`src/rtl/uart_pkg.sv`:
```
// Shared UART definitions: frame geometry and the feeder FSM state type.
package uart_pkg;

  typedef enum logic [1:0] {
    IDLE      = 2'd0,
    LOAD      = 2'd1,
    WAIT_DONE = 2'd2
  } tx_state_t;

  localparam int unsigned CLKS_PER_BIT = 434;
  // start, 8 data, parity, stop
  localparam int unsigned FRAME_BITS   = 11;
  // One frame plus one spare bit time, doubled for margin (10416 cycles).
  localparam int unsigned TIMEOUT_DEFAULT = CLKS_PER_BIT * (FRAME_BITS + 1) * 2;

endpackage

```
`src/rtl/sync_fifo.sv`:
```
// Synchronous byte FIFO with separate occupancy counter and overflow pulse.
module sync_fifo #(
  parameter int unsigned DEPTH  = 16,
  parameter int unsigned ADDR_W = 4,
  parameter int unsigned DATA_W = 8
) (
  input  logic              clk,
  input  logic              reset,
  input  logic              push,
  input  logic [DATA_W-1:0] push_data,
  input  logic              pop,
  output logic [DATA_W-1:0] pop_data,
  output logic              full,
  output logic              empty,
  output logic [ADDR_W:0]   count,
  output logic              overflow
);

  localparam logic [ADDR_W:0] FULL_CNT = (ADDR_W + 1)'(DEPTH);

  logic [DATA_W-1:0] mem [DEPTH];
  logic [ADDR_W-1:0] wr_ptr;
  logic [ADDR_W-1:0] rd_ptr;
  logic              do_push;
  logic              do_pop;

  assign full     = (count == FULL_CNT);
  assign empty    = (count == '0);
  assign do_push  = push & ~full;
  assign do_pop   = pop & ~empty;
  assign pop_data = mem[rd_ptr];

  // Storage write; contents need no reset since count gates every read.
  always_ff @(posedge clk) begin
    if (do_push) begin
      mem[wr_ptr] <= push_data;
    end
  end

  // Pointers, occupancy and overflow flag.
  always_ff @(posedge clk) begin
    if (reset) begin
      wr_ptr   <= '0;
      rd_ptr   <= '0;
      count    <= '0;
      overflow <= 1'b0;
    end else begin
      overflow <= push & full;
      if (do_push) begin
        wr_ptr <= wr_ptr + 1'b1;
      end
      if (do_pop) begin
        rd_ptr <= rd_ptr + 1'b1;
      end
      case ({do_push, do_pop})
        2'b10:   count <= count + 1'b1;
        2'b01:   count <= count - 1'b1;
        default: count <= count;
      endcase
    end
  end

endmodule

```
`src/rtl/uart_tx_feeder.sv`:
```
// Queues bytes and hands them to the UART transmitter one at a time,
// with a per-byte watchdog that discards a byte the transmitter never completes.
module uart_tx_feeder
  import uart_pkg::*;
#(
  parameter int unsigned DEPTH          = 16,
  parameter int unsigned ADDR_W         = 4,
  parameter int unsigned TIMEOUT_CYCLES = TIMEOUT_DEFAULT
) (
  input  logic            clk,
  input  logic            reset,
  input  logic            wr_en,
  input  logic [7:0]      wr_data,
  output logic            full,
  output logic            empty,
  output logic [ADDR_W:0] count,
  output logic            overflow,
  output logic            tx_load,
  output logic [7:0]      tx_byte,
  input  logic            tx_sent,
  output logic            tx_busy,
  output logic            tx_error
);

  localparam logic [15:0] WD_LAST = 16'(TIMEOUT_CYCLES - 1);

  tx_state_t   state;
  tx_state_t   state_next;
  logic        pop;
  logic [7:0]  head;
  logic        tx_sent_q;
  logic        sent_rise;
  logic [15:0] wd_cnt;
  logic        wd_clr;
  logic        wd_inc;
  logic        err_next;

  sync_fifo #(
    .DEPTH  (DEPTH),
    .ADDR_W (ADDR_W),
    .DATA_W (8)
  ) u_fifo (
    .clk       (clk),
    .reset     (reset),
    .push      (wr_en),
    .push_data (wr_data),
    .pop       (pop),
    .pop_data  (head),
    .full      (full),
    .empty     (empty),
    .count     (count),
    .overflow  (overflow)
  );

  assign sent_rise = tx_sent & ~tx_sent_q;

  // Next-state and hand-off control; tx_load is decoded from LOAD, which
  // lasts exactly one cycle after the pop edge.
  always_comb begin
    state_next = state;
    pop        = 1'b0;
    wd_clr     = 1'b0;
    wd_inc     = 1'b0;
    err_next   = 1'b0;
    tx_load    = 1'b0;
    tx_busy    = 1'b1;
    case (state)
      IDLE: begin
        tx_busy = 1'b0;
        if (!empty) begin
          pop        = 1'b1;
          wd_clr     = 1'b1;
          state_next = LOAD;
        end
      end
      LOAD: begin
        tx_load    = 1'b1;
        wd_inc     = 1'b1;
        state_next = WAIT_DONE;
      end
      WAIT_DONE: begin
        if (sent_rise) begin
          state_next = IDLE;
        end else if (wd_cnt == WD_LAST) begin
          err_next   = 1'b1;
          state_next = IDLE;
        end else begin
          wd_inc = 1'b1;
        end
      end
      default: begin
        state_next = IDLE;
      end
    endcase
  end

  // State register.
  always_ff @(posedge clk) begin
    if (reset) begin
      state <= IDLE;
    end else begin
      state <= state_next;
    end
  end

  // Completion edge detector history.
  always_ff @(posedge clk) begin
    if (reset) begin
      tx_sent_q <= 1'b0;
    end else begin
      tx_sent_q <= tx_sent;
    end
  end

  // Output byte holds from the pop until the next pop.
  always_ff @(posedge clk) begin
    if (reset) begin
      tx_byte <= 8'h00;
    end else if (pop) begin
      tx_byte <= head;
    end
  end

  // Watchdog counter and error pulse.
  always_ff @(posedge clk) begin
    if (reset) begin
      wd_cnt   <= '0;
      tx_error <= 1'b0;
    end else begin
      tx_error <= err_next;
      if (wd_clr) begin
        wd_cnt <= '0;
      end else if (wd_inc) begin
        wd_cnt <= wd_cnt + 1'b1;
      end
    end
  end

endmodule

```
`config.mk`:
```
export PLATFORM = sky130hd
export DESIGN_NAME = uart_tx_feeder
export DESIGN_NICKNAME = d
export VERILOG_FILES = /design/src/rtl/uart_pkg.sv /design/src/rtl/sync_fifo.sv /design/src/rtl/uart_tx_feeder.sv
export SDC_FILE = /design/constraint.sdc
export NUM_CORES = 1
export LEC_CHECK = 0
export BUFFER_PORTS_ARGS = -buffer_cell sky130_fd_sc_hd__buf_2
export CAP_MARGIN = 20
export CORE_UTILIZATION = 61
export DETAILED_ROUTE_END_ITERATION = 10
export PLACE_DENSITY = 0.8
export RECOVER_POWER = 100
export SLEW_MARGIN = 20
export SYNTH_ARGS = -nofsm -noshare
export SYNTH_HDL_FRONTEND = slang
export SYNTH_HIERARCHICAL = 1
export SYNTH_SLANG_ARGS = --single-unit
```
`constraint.sdc`:
```
create_clock -name clk -period 5.04 [get_ports clk]
set_clock_uncertainty 0.2 [all_clocks]
set_input_delay 1.008 -clock clk [delete_from_list [all_inputs] [get_ports clk]]
set_output_delay 1.008 -clock clk [all_outputs]
set_load 0.03 [all_outputs]
```
==> summary.md <==
| Metric | Value |
|---|---|
| Status | `complete, but fails checks` |
| Failing checks | `DRC, capacitance limit, slew limit` |
| First-pass GRT wire length | `21,700 um` |
| Final setup margin | `726 ps` |
| Total Wirelength | `~14,000 um` |
| Met2 WL post-DR | `6860 um` |
| Worst setup path class | `reg2reg` |
| Met3 Wirelength | `738 um` |
| Area leader, netlist | `edfxtp_1` |
| Routed wire per std cell | `21.3 um` |
| Pint | `about 2.6 mW` |
| Root buffer cell | `clkbuf_16` |
| Layout cells sized above 1 | `11.0%` |
| Fin crit period | `4310 ps` |
| Residual DRC | `6` |
| ANT nets after route | `0` |
| CTS H-tree lvls | `4` |
| Vias | `4,055` |
| Fin. Hold Viols | `0` |
| CP Launch Type | `register` |
| Area grow syn2layout | `10.1%` |
| Reg2reg end | `u_fifo/count[2]` |
| Worst-Skew Late Latency | `420 ps` |
| Setup bufs post-CTS | `0` |
| Min-Delay Path Class | `reg2reg` |
| Largest net degree at the start of global routing | `35` |
| 1st-iter DRT viols | `468` |
| Number of buffers created by CTS | `17` |
| Slew @ Worst Pin | `1850 ps` |
| CTS Buffer Depth | `2` |
| CP arrival | `4450 ps` |
| Ys Warns | `6` |
| Total congestion overflow | `0` |
| Clock transition at path regs | `60 ps` |
| Synth top cells by count | `edfxtp_1, dfxtp_1, nor2_1` |
| Hold Path End | `tx_byte[2]` |
| Crit-path max FO | `14` |
| GRT Total Usage | `23.8%` |
| Yosys cell types | `56` |
| Asr flop ratio synth | `0%` |
| Core area | `~12,000 sq um` |
| VDD IR-drop max | `396 uV` |
| Post-synth top area share | `52.5%` |
| Vias in the first global route | `around 3,900` |
| Worst R2R Setup Slack | `730 ps` |
| Die ar. | `12,400 sq um` |
| P_sw | `1.15 mW` |
| Register area share after synthesis | `65.1%` |
| Length of routed wiring on met1 | `5960 um` |
| Synth Flop Type | `edfxtp_1` |
| Dpl hpwl | `8970 um` |
| Num rows | `39` |
| # port buffers | `30` |
| Ports | `31` |
| Final period util | `85.6%` |
| Via/cell ratio | `approximately 6.3` |
| MaxCap Viol Count | `1` |
| Cts-stage hold buffer count | `0` |
| Initial Util | `63.3%` |
| CTS tree | `built` |
| Die Wd | `112 um` |
| Finish-stage setup viols | `0` |
| Highest metal layer with signal wires | `met4` |
| GP Congestion | `0.864` |
| Max Clk Rate | `232 MHz` |
| Mapped Cells | `approximately 460` |
| Crit path cell chain | `or4_1 -> nor2_1 -> nand2b_1 -> clkinv_1 -> o21ai_0 -> inv_1 -> ha_1 -> xor2_1 -> ha_1 -> o21a_1 -> or4_1 -> a21oi_1` |
| Nets | `512` |
| Synth Register Bits | `approximately 170` |
| Syn Area/Cell | `16.1 sq um` |
| DIE HEIGHT | `112 um` |
| Area contributors post-synth | `edfxtp_1, dfxtp_1, mux4_1` |
| Worst reg2reg startpoint | `u_fifo/count[0]` |
| Slowest cell on crit path | `or4_1` |
| Comb pwr share | `21.5%` |
| Sequential cell fraction of total power | `~45%` |
| Final TNS setup | `0 ps` |
| Mapped Nets | `481` |
| Worst slew margin | `-23.8%` |
| Place WS | `942 ps` |
| Reg2Reg Depth | `12` |
| Sink Count | `174` |
| CTS resizes | `0` |
| Hold Path Depth | `2` |
| Worst path required time | `5180 ps` |
| Worst hold start | `tx_byte[2]` |
| Max incr delay on CP | `680 ps` |
| Switching share of power | `30.3%` |
| Top-count cell post-synth | `edfxtp_1` |
| Leakage | `2.67 nW` |
| Placed cell areas | `7560 sq um` |
| Netlist Area Pre-Place | `7320 sq um` |
| Post-synth EDFFs | `128` |
| CP endpoint kind | `register` |
| RSZ-0062 raised after global routing | `no` |
| Power Dens Cells | `470 nW/um^2` |
| Max Slew Vio Count | `33` |
| Initial antenna violation count | `0` |
| Final instance area | `between 8000 and 9000 sq um` |
| TritonRoute pass-1 iters | `11` |
| Ant. Diodes | `0` |
| Clock share of power | `33.9%` |
## per-layer routing
| layer | vias to the layer above | track usage (%) |
|---|---|---|
| met5 | - | 0 |
| met4 | 0 | 6.13 |
| met3 | 16 | 6.75 |
| met2 | 141 | 39.1 |
| met1 | 2036 | 31.7 |
| li1 | 1862 | - |
## logic make-up after synthesis
| group | share of synthesized area (%) |
|---|---|
| DFF | 65.1 |
| and+or+nand+nor | 9.62 |
| AOI/OAI and AO/OA | 4.44 |
| muxes | 14.6 |
| buffers and inverters | 2.43 |
| xor gates and xnor gates | 1.67 |
| adders and majority gates | 2.22 |
## critical path: cells and delay by family (launching register included)
family	cells	cell delay, ps
fa+ha+maj	2	590
xor+xnor	1	200
simple gates	4	1650
flops	1	370
compound gates	3	740
buf+inv	2	480
## worst max-delay path by stage
stage	cells past startpoint	start	end
floorplan	16	u_fifo/count[2]	u_fifo/count[2]
global placement	12	u_fifo/count[0]	u_fifo/count[2]
detailed placement	12	u_fifo/count[0]	u_fifo/count[2]
CTS	12	u_fifo/count[0]	u_fifo/count[2]
global route	12	u_fifo/count[0]	u_fifo/count[2]
finish	12	u_fifo/count[0]	u_fifo/count[2]
## cells in the final DEF, fill, tap and decap left out, drive strengths merged, types with 3 or more instances in the layout
cell type,synthesis,routed
or4,5,5
xnor2,5,5
nand3b,4,4
and4,3,3
clkinv,2,7
nand2b,6,6
or3,8,8
nand2,25,25
buf,13,3
clkbuf,10,49
and3,4,4
nor4b,6,6
edfxtp,128,128
ha,13,13
nand3,8,8
xor2,9,9
mux2i,6,6
mux4,40,40
nand4,5,5
o21ai,8,8
a21oi,20,20
o21a,5,5
nor2,36,36
dfxtp,46,46
o211ai,5,5
inv,10,16
nor3,7,7
## stage by stage
stage | hold slack (ps) | instances | total power, mW | util, %
CTS | 255 | 643 | 3.84 | 70.4
global placement | 249 | 611 | 2.52 | 65.4
global route | 272 | 643 | 3.95 | 69.7
finish | 258 | 643 | 3.79 | 69.7
detailed placement | 247 | 611 | 2.56 | 65.4
floorplan | 265 | 456 | 2.37 | -
## registers in the layout, summed over array words and instances, names as in the netlist, named ones only
name / count
u_fifo/overflow: 1
u_fifo/wr_ptr: 4
tx_sent_q: 1
u_fifo/rd_ptr: 4
u_fifo/mem: 128
wd_cnt: 16
state: 2
u_fifo/count: 5
tx_byte: 8
tx_error: 1
## layout make-up
class | count | area (sq um)
flip-flops and latches | 174 | 4760
fillers | 757 | 3500
multi-input cells | 247 | 2350
clock buffers | 17 | 425
well taps | 143 | 179
clock inverters | 15 | 158
repair buffers | 35 | 138
inverters | 12 | 46.3
## power groups by stage
stage | Clock [mW] | Combinational, mW | Sequential (mW)
after global placement | 0 | 0.808 | 1.72
final | 1.28 | 0.814 | 1.69
after global routing | 1.36 | 0.882 | 1.70
after floorplan | 0 | 0.637 | 1.73
after CTS | 1.30 | 0.849 | 1.69
after detailed placement | 0 | 0.843 | 1.72
(Power assumes the default switching activity.)
